--- config.mk ---
export PLATFORM = sky130hd
export DESIGN_NAME = jt1943_scrrom_fetch
export DESIGN_NICKNAME = d
export VERILOG_FILES = /design/src/rtl/jt1943_scrrom_fetch.sv
export SDC_FILE = /design/constraint.sdc
export NUM_CORES = 1
export LEC_CHECK = 0
export BUFFER_PORTS_ARGS = -buffer_cell sky130_fd_sc_hd__clkbuf_2
export CORE_UTILIZATION = 40
export DETAILED_ROUTE_END_ITERATION = 10
export PLACE_DENSITY = 0.59
export SYNTH_ARGS = -nofsm -noshare
export SYNTH_HDL_FRONTEND = slang
export SYNTH_SLANG_ARGS = --single-unit
--- constraint.sdc ---
create_clock -name clk -period 2.7 [get_ports clk]
set_input_delay 0.135 -clock clk [delete_from_list [all_inputs] [get_ports clk]]
set_output_delay 0.135 -clock clk [all_outputs]
set_load 0.02 [all_outputs]
--- src/rtl/jt1943_scrrom_fetch.sv ---
// Scroll ROM fetcher: arbitrates map and tile-gfx word reads onto one SDRAM slot,
// tracking per-client freshness so stale or superseded data is never presented.
module jt1943_scrrom_fetch #(
  parameter logic [17:0] MAP_OFFSET = 18'h00000,
  parameter logic [17:0] SCR_OFFSET = 18'h08000,
  parameter logic [7:0]  TIMEOUT    = 8'd255
) (
  input  logic        clk,
  input  logic        rst_n,
  input  logic [13:0] map_addr,
  input  logic [16:0] scr_addr,
  output logic [15:0] map_data,
  output logic [15:0] scrom_data,
  output logic        map_ok,
  output logic        scr_ok,
  output logic [17:0] rom_addr,
  output logic        rom_cs,
  input  logic        rom_ok,
  input  logic [15:0] rom_data,
  output logic [3:0]  err_cnt
);

  typedef enum logic [1:0] {IDLE, REQ_MAP, REQ_SCR} state_t;

  state_t      state_q, state_d;
  logic [13:0] map_last_q, map_last_d;
  logic [16:0] scr_last_q, scr_last_d;
  logic        map_pend_q, map_pend_d;
  logic        scr_pend_q, scr_pend_d;
  logic [15:0] map_data_q, map_data_d;
  logic [15:0] scr_data_q, scr_data_d;
  logic [16:0] cap_q, cap_d;
  logic [17:0] rom_addr_q, rom_addr_d;
  logic        rom_cs_q, rom_cs_d;
  logic [7:0]  wait_q, wait_d;
  logic [3:0]  err_q, err_d;
  logic        last_scr_q, last_scr_d;

  logic        map_chg, scr_chg, map_need, scr_need, done;
  logic [7:0]  wait_inc;

  // A client counts as pending the moment its address moves, before the flag registers.
  assign map_chg  = (map_addr != map_last_q);
  assign scr_chg  = (scr_addr != scr_last_q);
  assign map_need = map_pend_q | map_chg;
  assign scr_need = scr_pend_q | scr_chg;
  assign wait_inc = wait_q + 8'd1;
  assign done     = rom_ok && (wait_q != 8'd0);

  assign map_ok     = ~map_need;
  assign scr_ok     = ~scr_need;
  assign map_data   = map_data_q;
  assign scrom_data = scr_data_q;
  assign rom_addr   = rom_addr_q;
  assign rom_cs     = rom_cs_q;
  assign err_cnt    = err_q;

  always_ff @(posedge clk or negedge rst_n) begin
    if (!rst_n) begin
      state_q    <= IDLE;
      map_last_q <= '0;
      scr_last_q <= '0;
      map_pend_q <= 1'b1;
      scr_pend_q <= 1'b1;
      map_data_q <= '0;
      scr_data_q <= '0;
      cap_q      <= '0;
      rom_addr_q <= '0;
      rom_cs_q   <= 1'b0;
      wait_q     <= '0;
      err_q      <= '0;
      last_scr_q <= 1'b1;
    end else begin
      state_q    <= state_d;
      map_last_q <= map_last_d;
      scr_last_q <= scr_last_d;
      map_pend_q <= map_pend_d;
      scr_pend_q <= scr_pend_d;
      map_data_q <= map_data_d;
      scr_data_q <= scr_data_d;
      cap_q      <= cap_d;
      rom_addr_q <= rom_addr_d;
      rom_cs_q   <= rom_cs_d;
      wait_q     <= wait_d;
      err_q      <= err_d;
      last_scr_q <= last_scr_d;
    end
  end

  always_comb begin
    state_d    = state_q;
    map_last_d = map_last_q;
    scr_last_d = scr_last_q;
    map_pend_d = map_pend_q;
    scr_pend_d = scr_pend_q;
    map_data_d = map_data_q;
    scr_data_d = scr_data_q;
    cap_d      = cap_q;
    rom_addr_d = rom_addr_q;
    rom_cs_d   = rom_cs_q;
    wait_d     = wait_q;
    err_d      = err_q;
    last_scr_d = last_scr_q;

    if (map_chg) begin
      map_last_d = map_addr;
      map_pend_d = 1'b1;
    end
    if (scr_chg) begin
      scr_last_d = scr_addr;
      scr_pend_d = 1'b1;
    end

    case (state_q)
      IDLE: begin
        rom_cs_d = 1'b0;
        if (map_need && (!scr_need || last_scr_q)) begin
          state_d    = REQ_MAP;
          cap_d      = {3'b000, map_addr};
          rom_addr_d = MAP_OFFSET + {4'b0000, map_addr};
          rom_cs_d   = 1'b1;
          wait_d     = '0;
          last_scr_d = 1'b0;
        end else if (scr_need) begin
          state_d    = REQ_SCR;
          cap_d      = scr_addr;
          rom_addr_d = SCR_OFFSET + {1'b0, scr_addr};
          rom_cs_d   = 1'b1;
          wait_d     = '0;
          last_scr_d = 1'b1;
        end
      end
      REQ_MAP, REQ_SCR: begin
        wait_d = wait_inc;
        if (done) begin
          state_d  = IDLE;
          rom_cs_d = 1'b0;
          // A same-cycle address move supersedes the returning word.
          if (state_q == REQ_MAP) begin
            if ((cap_q == {3'b000, map_last_q}) && !map_chg) begin
              map_data_d = rom_data;
              map_pend_d = 1'b0;
            end
          end else begin
            if ((cap_q == scr_last_q) && !scr_chg) begin
              scr_data_d = rom_data;
              scr_pend_d = 1'b0;
            end
          end
        end else if (wait_inc == TIMEOUT) begin
          state_d  = IDLE;
          rom_cs_d = 1'b0;
          if (err_q != 4'hF) err_d = err_q + 4'd1;
        end
      end
      default: begin
        state_d  = IDLE;
        rom_cs_d = 1'b0;
      end
    endcase
  end

endmodule

== Yosys cells after proc, flatten, opt, wreduce, memory -nomap -nowiden ==
Index checks and enable logic that the tools add are counted.

* Equal/unequal tests: 10
* Multiplexer cells: 29
* $add $sub $neg: 3
* Bitwise gates (word level): 6
* Reductions and logical operators: 19

{| class="wikitable"
|+ Operators by type and width
! kind !! count
|-
| $mux 18 || 2
|-
| $mux 17 || 2
|-
| $add 16x17->18 const A || 1
|-
| $eq 17x14->1 || 1
|-
| $eq 17x17->1 || 1
|-
| $ne 17x17->1 || 1
|-
| $mux 1 || 16
|-
| $mux 8 || 2
|-
| $pmux 8 s2 || 1
|-
| $ne 14x14->1 || 1
|-
| $reduce_and 4->1 || 3
|-
| $add 8x1->8 const B || 1
|-
| $eq 8x8->1 const B || 1
|-
| $mux 2 || 4
|-
| $reduce_bool 8->1 || 1
|-
| $ne 3x3->1 const B || 2
|-
| $reduce_and 2->1 || 3
|-
| $add 4x1->4 const B || 1
|-
| $logic_and 1x1->1 || 4
|-
| $ne 4x4->1 const B || 1
|-
| $not 1->1 || 4
|-
| $pmux 2 s2 || 1
|-
| $reduce_bool 2->1 || 2
|-
| $logic_not 1->1 || 3
|-
| 7 further kinds || 8
|}

* Bits of input ports: 50
* Logic and storage cells: 80
* Register bits after elaboration: 116

== Longest topological paths before layout ==
Gate-level depths: netlist of run 1.

* Depth in word-level cells: 7
* Depth in mapped cells: 9
* Depth with buffers taken out: 8

== Least setup slack after synthesis of run 1 ==
OpenSTA, ideal clock, no wires.

* Path type: register to register
* Start point: reg map_last_q[5]
* End point: reg map_data_q[10] (netlist: map_data[10])
* Stages on the path, launching flop included: 7
* Setup slack: 0.308 ns
* Setup time: 0.125 ns
* Clock period less this slack: 2.392 ns
* Arrival time: 2.267 ns
* Cells stage by stage: dfrtp_1 xnor2_1 nand4_1 or4_4 nor4_4 buf_6 mux2_2

* Word-level cells in the longest chain between the ends: 4
* Elaborated cells on any way between the ends: 5
* Those cells by class: 2 x eq/ne; 3 x reduce/logical

{| class="wikitable"
|+ Ends and longest elaborated chain
! element !! RTL line !! text
|-
| start: declaration || 26 || <nowiki>logic [13:0] map_last_q, map_last_d;</nowiki>
|-
| start signal: assignment || 75 || <nowiki>map_last_q <= map_last_d;</nowiki>
|-
| $ne 14x14->1 || 43 || <nowiki>assign map_chg = (map_addr != map_last_q);</nowiki>
|-
| $logic_not 1->1 || 140 || <nowiki>if ((cap_q == {3'b000, map_last_q}) && !map_chg) begin</nowiki>
|-
| $logic_and 1x1->1 (*) || 140 ||
|-
| $reduce_and 4->1 (no source line) (*) || -- ||
|-
| end signal: assignment || 79 || <nowiki>map_data_q <= map_data_d;</nowiki>
|-
| end: declaration || 30 || <nowiki>logic [15:0] map_data_q, map_data_d;</nowiki>
|}

Mark *: on every way between the ends. The rest lies on a longest branch, timed or not.
A chain may end at the register's enable or synchronous reset.

== Worst setup path after layout of run 1 ==
* Start point: in map_addr[3]
* End point: reg map_data_q[15] (netlist: map_data[15])

* Word-level cells in the longest chain between the ends: 4

{| class="wikitable"
|+ Ends and longest elaborated chain
! element !! RTL line !! text
|-
| start: declaration || 10 || <nowiki>input logic [13:0] map_addr,</nowiki>
|-
| $ne 14x14->1 || 43 ||
|-
| $logic_not 1->1 || 140 ||
|-
| $logic_and 1x1->1 || 140 ||
|-
| $reduce_and 4->1 (no source line) || -- ||
|}

Every way passes these cells.

==> results of run 1 <==
[worst min path at each step]
stage | from | end | slack [ns] | cells after the start
3_3_place_gp | rst_n | wait_q[3] | 0.21 | 1
2_1_floorplan | rst_n | cap_q[0] | -0.16 | 0
4_1_cts | rom_data[8] | map_data[8] | 0.006 | 2
6_report | rom_data[8] | map_data[8] | 0.02 | 2
3_5_place_dp | rst_n | wait_q[2] | 0.20 | 1
5_1_grt | rom_data[8] | map_data[8] | 0.02 | 2
[critical path, delay by kind of cell]
| family | cells | cell delay, ns |
|---|---|---|
| buf+inv | 3 | 0.88 |
| xor+xnor | 1 | 0.31 |
| simple gates | 3 | 1.23 |
| mux | 1 | 0.36 |
[registers in the layout (all words and copies together), names as in the netlist]
signal	cells
cap_q	17
scr_last_q	17
map_data	16
scrom_data	16
map_last_q	14
wait_q	8
err_cnt	4
rom_addr	3
state_q	2
last_scr_q	1
map_pend_q	1
rom_cs	1
scr_pend_q	1
[stage by stage]
| step | total power, mW | setup slack, ns | cells |
|---|---|---|---|
| 4_1_cts | 5.444 | 0.05161 | 675 |
| 5_1_grt | 5.704 | 0.01699 | 675 |
| 3_3_place_gp | 3.848 | -0.05836 | 627 |
| 3_5_place_dp | 3.874 | -0.1966 | 627 |
| 6_report | 5.412 | 0.02398 | 675 |
| 2_1_floorplan | 3.198 | 0.3078 | 389 |
[logic make-up (layout without fill, tap and decap cells)]
| family | Yosys count | count (layout) | synth area share, % |
|---|---|---|---|
| flip-flops | 101 | 101 | 53.03 |
| buffers and inverters | 62 | 205 | 6.317 |
| AND/OR/NAND/NOR | 73 | 73 | 9.934 |
| multiplexers | 34 | 34 | 8.021 |
| XOR/XNOR | 68 | 68 | 12.48 |
| adder cells (fa/ha/maj) | 7 | 7 | 1.835 |
| AO/OA/AOI/OAI | 44 | 44 | 8.388 |
[cell type report]
| type | count | area (µm²) |
|---|---|---|
| repair buffers | 181 | 1204 |
| flip-flops and latches | 101 | 2531 |
| fillers | 1012 | 5269 |
| clock inverters | 7 | 126.4 |
| inverters | 8 | 30.03 |
| well taps | 143 | 178.9 |
| clock buffers | 9 | 225.2 |
| multi-input cells | 226 | 1952 |
[cell usage after synthesis, drive strengths merged (2+ instances only)]
cell	number
dfrtp	98
xnor2	41
clkbuf	35
mux2	34
xor2	27
buf	19
or2	15
o221a	14
nand4	12
nor2	10
nor4	10
a22o	8
inv	8
ha	7
nand2	7
nand3	7
o2bb2ai	7
a21o	4
o21ai	4
dfstp	3
and2	2
and3	2
nor2b	2
[power breakdown]
| part | internal [mW] | switching [mW] | leakage (nW) |
|---|---|---|---|
| combinational | 0.931 | 1.07 | 1.57 |
| clock | 0.921 | 0.599 | 0.174 |
| sequential | 1.74 | 0.155 | 1.28 |
| total | 3.59 | 1.82 | 3.02 |
[layer usage]
layer	GRT usage [%]	up-vias
li1	-	1603
met1	25.10	1667
met2	32.46	98
met3	5.413	14
met4	6.216	0
met5	0	-
[layout by cell type (no fill, tap or decap), drive strengths merged, types with 7 or more instances in the layout]
cell,count
clkbuf,114
dfrtp,98
buf,48
xnor2,41
mux2,34
dlygate4sd3,28
xor2,27
or2,15
o221a,14
nand4,12
inv,11
nor2,10
nor4,10
a22o,8
nand3,7
nand2,7
o2bb2ai,7
ha,7
[what timing repair did]
item	4_1_cts	5_1_grt
gates resized for setup	0	2
cloned	0	0
hold buffers	28	0
pin swaps	1	0
hold endpoints to repair	72	0
setup endpoints to repair	16	11
setup buffers	4	0
==> metrics.json, run 1 <==
{
  "yosys.area.top_type": {"value": "dfrtp_1"},
  "synth_seq_area_share": {"value": 53.03, "unit": "%"},
  "final.min_clock_period": {"value": 2.676, "unit": "ns"},
  "starting_utilization_of_the_core_area": {"value": 41.45, "unit": "%"},
  "cts_inserted_buffers": {"value": 9},
  "synth_area": {"value": 4773, "unit": "µm²"},
  "cp_max_fo": {"value": 17},
  "hold_slack": {"value": 0.01591, "unit": "ns"},
  "stdcell_area": {"value": 6247, "unit": "µm²"},
  "violations_in_the_final_reports": {"value": "DRC"},
  "grt_overflow_total": {"value": 0},
  "synthDistinctLibCells": {"value": 43},
  "synth_cells": {"value": 389},
  "worstPathCellList": {"value": "dlygate4sd3_1 > clkbuf_2 > xnor2_1 > nand4_1 > or4_4 > nor4_4 > buf_12 > mux2_2"},
  "max_capacitance_violation_total": {"value": 0},
  "gp_routability_congestion": {"value": 0.7527},
  "floorplan_core_area": {"value": 11520, "unit": "µm²"},
  "cp-start-kind": {"value": "input pin"},
  "antenna_cells": {"value": 0},
  "timing.max_slew.rel_slack": {"value": 55.44, "unit": "%"},
  "finalWirelength": {"value": 11410, "unit": "µm"},
  "width_of_the_die": {"value": 111.2, "unit": "µm"},
  "yosys_warnings": {"value": 0},
  "power.density": {"value": 866.4, "unit": "nW/µm²"},
  "first_pass_grt_wire_length": {"value": 18510, "unit": "µm"},
  "postLayoutCoreUtil": {"value": 54.25, "unit": "%"},
  "worst_r2r_endpoint": {"value": "map_data[15]"},
  "io-pin-count": {"value": 107},
  "status": {"value": "complete, but fails checks"},
  "worst_setup_hold_path_clk_slew": {"value": 0.07, "unit": "ns"},
  "drt-pass1-iter-count": {"value": 7},
  "global_route.usage.total": {"value": 19.69, "unit": "%"},
  "timing.critical_path.arrival": {"value": 2.91, "unit": "ns"},
  "met2WireLength": {"value": 5513, "unit": "µm"},
  "synth_edf_count": {"value": 0},
  "die_area": {"value": 12370, "unit": "µm²"},
  "die_h": {"value": 111.2, "unit": "µm"},
  "final-hold-violation-count": {"value": 0},
  "ys_ff_latch": {"value": 101},
  "p_leak": {"value": 3.019, "unit": "nW"},
  "setup.worst_path.end_class": {"value": "flip-flop"},
  "critical_path_required": {"value": 2.93, "unit": "ns"},
  "number_of_design_rule_violations_left_by_the_first_detailed_router_iteration": {"value": 197},
  "timing.critical_path.from": {"value": "map_addr[3]"},
  "cts_tree": {"value": "built"},
  "layout-drive-gt1-share": {"value": 45.68, "unit": "%"},
  "synth.area.top_cells": {"value": "dfrtp_1 51%, mux2_2 7.8%, xnor2_1 7.5%, xor2_1 5.0%, o221a_2 3.3%"},
  "via_count_of_the_first_global_routing_pass": {"value": 3592},
  "ir_worst_vdd": {"value": 0.3900, "unit": "mV"},
  "hold_path.class": {"value": "input pin to flip-flop"},
  "maxClockFrequency": {"value": 373.7, "unit": "MHz"},
  "later_pin_clock_latency_in_the_skew_report": {"value": 0.35, "unit": "ns"},
  "synth_async_sr_flop_share": {"value": 100.0, "unit": "%"},
  "grt_setup_unrepaired": {"value": "false"},
  "post_drt_via_cell_ratio": {"value": 5.010},
  "period_share": {"value": 99.11, "unit": "%"},
  "drcViolationCount": {"value": 12},
  "hpwl": {"value": 8156, "unit": "µm"},
  "synth_ff_type": {"value": "dfrtp_1"},
  "worstSetupPathType": {"value": "input pin to flip-flop"},
  "drt-met1-wl": {"value": 5107, "unit": "µm"},
  "r2r.worst_path.cells": {"value": 6},
  "clock_skews": {"value": 0.009564, "unit": "ns"},
  "ant_nets": {"value": 0},
  "antenna_found_initial": {"value": 0},
  "io_buf_count": {"value": 106},
  "routed_wire_length_per_instance": {"value": 16.91, "unit": "µm"},
  "reg2reg_setup_slack": {"value": 0.08, "unit": "ns"},
  "clock-root-buffer": {"value": "clkbuf_16"},
  "area.growth.synth_to_final": {"value": 30.88, "unit": "%"},
  "number_of_slew_limit_violations_in_the_final_report": {"value": 0},
  "worst_path_max_delay_cell": {"value": "or4_4"},
  "critPathMaxStageDelay": {"value": 0.60, "unit": "ns"},
  "crit_end": {"value": "map_data[15]"},
  "worst-slew-pin-transition": {"value": 0.6685, "unit": "ns"},
  "setup_total_negative_slack": {"value": 0, "unit": "ns"},
  "top_layer": {"value": "met4"},
  "syn_avg_cell_area": {"value": 12.27, "unit": "µm²"},
  "cts_max_level": {"value": 3},
  "cts_num_sinks": {"value": 101},
  "grt_start_max_net_pins": {"value": 54},
  "placement_rows": {"value": 39},
  "synthDominantCellAreaShare": {"value": 51.38, "unit": "%"},
  "wl_met3": {"value": 606, "unit": "µm"},
  "num_vias": {"value": 3382},
  "setup_viol": {"value": 0},
  "syn_nets": {"value": 446},
  "worst_r2r_startpoint": {"value": "map_last_q[3]"},
  "clk_path_buf_depth": {"value": 2},
  "dp_area": {"value": 5562, "unit": "µm²"},
  "final_nets": {"value": 584}
}
(Power assumes the default switching activity.)
==> inputs of run 2 (changes only) <==
--- a/config.mk
+++ b/config.mk
@@ -8,7 +8,8 @@
 export BUFFER_PORTS_ARGS = -buffer_cell sky130_fd_sc_hd__clkbuf_2
 export CORE_UTILIZATION = 40
 export DETAILED_ROUTE_END_ITERATION = 10
-export PLACE_DENSITY = 0.59
+export PLACE_DENSITY = 0.61
 export SYNTH_ARGS = -nofsm -noshare
 export SYNTH_HDL_FRONTEND = slang
 export SYNTH_SLANG_ARGS = --single-unit
+export TNS_END_PERCENT = 5
==> constraint.sdc (replaced) <==
create_clock -name clk -period 2.19 [get_ports clk]
set_input_delay 0.1095 -clock clk [delete_from_list [all_inputs] [get_ports clk]]
set_output_delay 0.1095 -clock clk [all_outputs]
set_load 0.02 [all_outputs]
==> run 2 against run 1 <==
Compared with the run above: highest routed layer unchanged; power is 23% higher; the flow finishes with violations (DRC, setup timing); routed wire length is 4.5% higher; clock power grew 3%; die area did not move; critical path type is now flip-flop to flip-flop; worst hold slack worse by 0.012 ns.
==> metrics.json, run 2 (synthesized netlist as in run 1, its figures left out) <==
{
  "violations_in_the_final_reports": {"value": "DRC, setup timing"},
  "totalPowerFinal": {"value": 6.654, "unit": "mW", "change": "+23%"},
  "period_share": {"value": 105.8, "unit": "%"},
  "worstPathCellList": {"value": "inv_2 > ha_4 > or4b_4 > o41ai_4 > inv_1 > nand2_2 > nor4_4 > bufbuf_16 > mux2_2"},
  "setup.worst_path.end_class": {"value": "flip-flop"},
  "ant_nets": {"value": 0, "change": "unchanged"},
  "status": {"value": "complete, but fails checks"},
  "post_drt_via_cell_ratio": {"value": 4.968, "change": "-0.85%"},
  "reg.largest.list": {"value": "cap_q: 17 flops, scr_last_q: 17 flops"},
  "number_of_slew_limit_violations_in_the_final_report": {"value": 0, "change": "unchanged"},
  "placement_rows": {"value": 39, "change": "unchanged"},
  "clock_skews": {"value": 0.009157, "unit": "ns", "change": "-0.0004067 ns"},
  "cts_num_sinks": {"value": 101, "change": "unchanged"},
  "die_area": {"value": 12370, "unit": "µm²", "change": "unchanged"},
  "hold_path.class": {"value": "input pin to flip-flop"},
  "global_route.usage.total": {"value": 20.34, "unit": "%", "change": "+0.64 points"},
  "number_of_buffers_and_inverters_on_the_critical_path": {"value": 3, "change": "unchanged"},
  "cts_inserted_buffers": {"value": 9, "change": "unchanged"},
  "worst_setup_hold_path_clk_slew": {"value": 0.07, "unit": "ns", "change": "about the same"},
  "critPathMaxStageDelay": {"value": 0.46, "unit": "ns", "change": "-0.14 ns"},
  "p_leak": {"value": 3.298, "unit": "nW", "change": "+9.3%"},
  "grt_overflow_total": {"value": 0, "change": "unchanged"},
  "timing.max_slew.rel_slack": {"value": 70.99, "unit": "%", "change": "+16 points"},
  "antenna_cells": {"value": 0, "change": "unchanged"},
  "fin_cells": {"value": 715, "change": "+5.9%"},
  "drt-pass1-iter-count": {"value": 7, "change": "unchanged"},
  "antenna_found_initial": {"value": 0, "change": "unchanged"},
  "cp-start-kind": {"value": "flip-flop"},
  "worst_path_max_delay_cell": {"value": "or4b_4"},
  "area.growth.synth_to_final": {"value": 40.63, "unit": "%"},
  "maxClockFrequency": {"value": 431.5, "unit": "MHz"},
  "ir_worst_vdd": {"value": 0.4244, "unit": "mV", "change": "+8.8%"},
  "final.min_clock_period": {"value": 2.318, "unit": "ns"},
  "stdcell_area": {"value": 6713, "unit": "µm²", "change": "+7.5%"},
  "worstSetupPathType": {"value": "flip-flop to flip-flop"},
  "layout-drive-gt1-share": {"value": 56.12, "unit": "%", "change": "+10 points"},
  "worst_path_top_cell_family_by_delay": {"value": "simple AND/OR/NAND/NOR gates"},
  "routed_wire_length_per_instance": {"value": 16.68, "unit": "µm", "change": "-1.4%"},
  "width_of_the_die": {"value": 111.2, "unit": "µm", "change": "unchanged"},
  "clk_path_buf_depth": {"value": 2, "change": "unchanged"},
  "io-pin-count": {"value": 107, "change": "unchanged"},
  "cp_max_fo": {"value": 8, "change": "-9"},
  "max_capacitance_violation_total": {"value": 0, "change": "unchanged"},
  "clock-root-buffer": {"value": "clkbuf_16"},
  "starting_utilization_of_the_core_area": {"value": 41.45, "unit": "%", "change": "unchanged"},
  "mostFrequentLayoutCell": {"value": "clkbuf_2"},
  "cts_tree": {"value": "built"},
  "hpwl": {"value": 8630, "unit": "µm", "change": "+5.8%"},
  "critical_path_required": {"value": 2.42, "unit": "ns", "change": "-0.51 ns"},
  "worst-slew-pin-transition": {"value": 0.4351, "unit": "ns", "change": "-0.2334 ns"},
  "die_h": {"value": 111.2, "unit": "µm", "change": "unchanged"},
  "cts_max_level": {"value": 3, "change": "unchanged"},
  "num_vias": {"value": 3552, "change": "+5.0%"},
  "dp_area": {"value": 5939, "unit": "µm²", "change": "+6.8%"},
  "numPlacedInstances": {"value": 676, "change": "+7.8%"},
  "setup_viol": {"value": 49, "change": "+49"},
  "layout.cells.most_common_list": {"value": "103 x clkbuf_2, 98 x dfrtp_1, 92 x buf_4"},
  "gp_routability_congestion": {"value": 0.7400, "change": "-1.7%"},
  "final_nets": {"value": 624, "change": "+6.8%"},
  "grt_setup_unrepaired": {"value": "true"},
  "io_buf_count": {"value": 106, "change": "unchanged"},
  "finalWirelength": {"value": 11920, "unit": "µm", "change": "+4.5%"},
  "power.density": {"value": 991.3, "unit": "nW/µm²", "change": "+14%"},
  "postLayoutCoreUtil": {"value": 58.29, "unit": "%", "change": "+4.0 points"},
  "first_pass_grt_wire_length": {"value": 19490, "unit": "µm", "change": "+5.3%"},
  "drcViolationCount": {"value": 8, "change": "-4"},
  "timing.critical_path.arrival": {"value": 2.55, "unit": "ns", "change": "-0.36 ns"},
  "number_of_design_rule_violations_left_by_the_first_detailed_router_iteration": {"value": 179, "change": "-9.1%"},
  "floorplan_core_area": {"value": 11520, "unit": "µm²", "change": "unchanged"},
  "placement.setup.worst_slack": {"value": -0.5948, "unit": "ns", "change": "-0.3981 ns"},
  "via_count_of_the_first_global_routing_pass": {"value": 3782, "change": "+5.3%"},
  "final-hold-violation-count": {"value": 0, "change": "unchanged"},
  "setup_total_negative_slack": {"value": -2.804, "unit": "ns", "change": "-2.804 ns"},
  "hold_slack": {"value": 0.003891, "unit": "ns", "change": "-0.01202 ns"},
  "final.setup.worst_slack": {"value": -0.1276, "unit": "ns", "change": "-0.1516 ns"},
  "later_pin_clock_latency_in_the_skew_report": {"value": 0.35, "unit": "ns", "change": "about the same"},
  "grt_start_max_net_pins": {"value": 53, "change": "-1.9%"}
}
## run 2: metal layers
metal  vias to the layer above  wire length [µm]  global-route usage (%)
met1                      1742              5360                   27.23
li1                       1699                 -                       -
met4                         0               100                   5.405
met2                       102              5671                   32.58
met5                         -                 0                       0
met3                         9               791                   5.467
## run 2: what timing repair did
item | in CTS | in global routing
gates resized for setup | 25 | 19
endpoints found under the hold margin | 39 | 1
hold buffers | 15 | 1
pin swaps | 12 | 9
endpoints found under the setup margin | 55 | 70
cloned | 1 | 0
buffers inserted | 6 | 1
## run 2: worst paths after layout
check / startpoint / to / slack (ns) / cells after the start
worst min-delay path: scr_addr[6] / scr_last_q[6] / 0.004 / 2
max in group asynchronous: rst_n / map_pend_q / 1.27 / 3
worst max-delay path: wait_q[0] / scrom_data[9] / -0.13 / 9
min in group asynchronous: rst_n / wait_q[2] / 0.24 / 2
worst min register to register: state_q[1] / state_q[1] / 0.50 / 1
worst max register to register: wait_q[0] / scrom_data[9] / -0.13 / 9
## run 2: cell type report
cell class | instances | area, µm²
fill | 956 | 4803
sequential | 101 | 2531
multi-input combinational | 226 | 2152
timing repair buffer | 221 | 1529
clock buffer | 10 | 239.0
tap | 143 | 178.9
clock inverter | 6 | 52.55
inverter | 8 | 30.03
## run 2: report_power, final
part	internal [mW]	leakage, nW	switching (mW)
combinational	1.34	1.88	1.37
sequential	2.14	1.28	0.228
clock	0.823	0.144	0.748
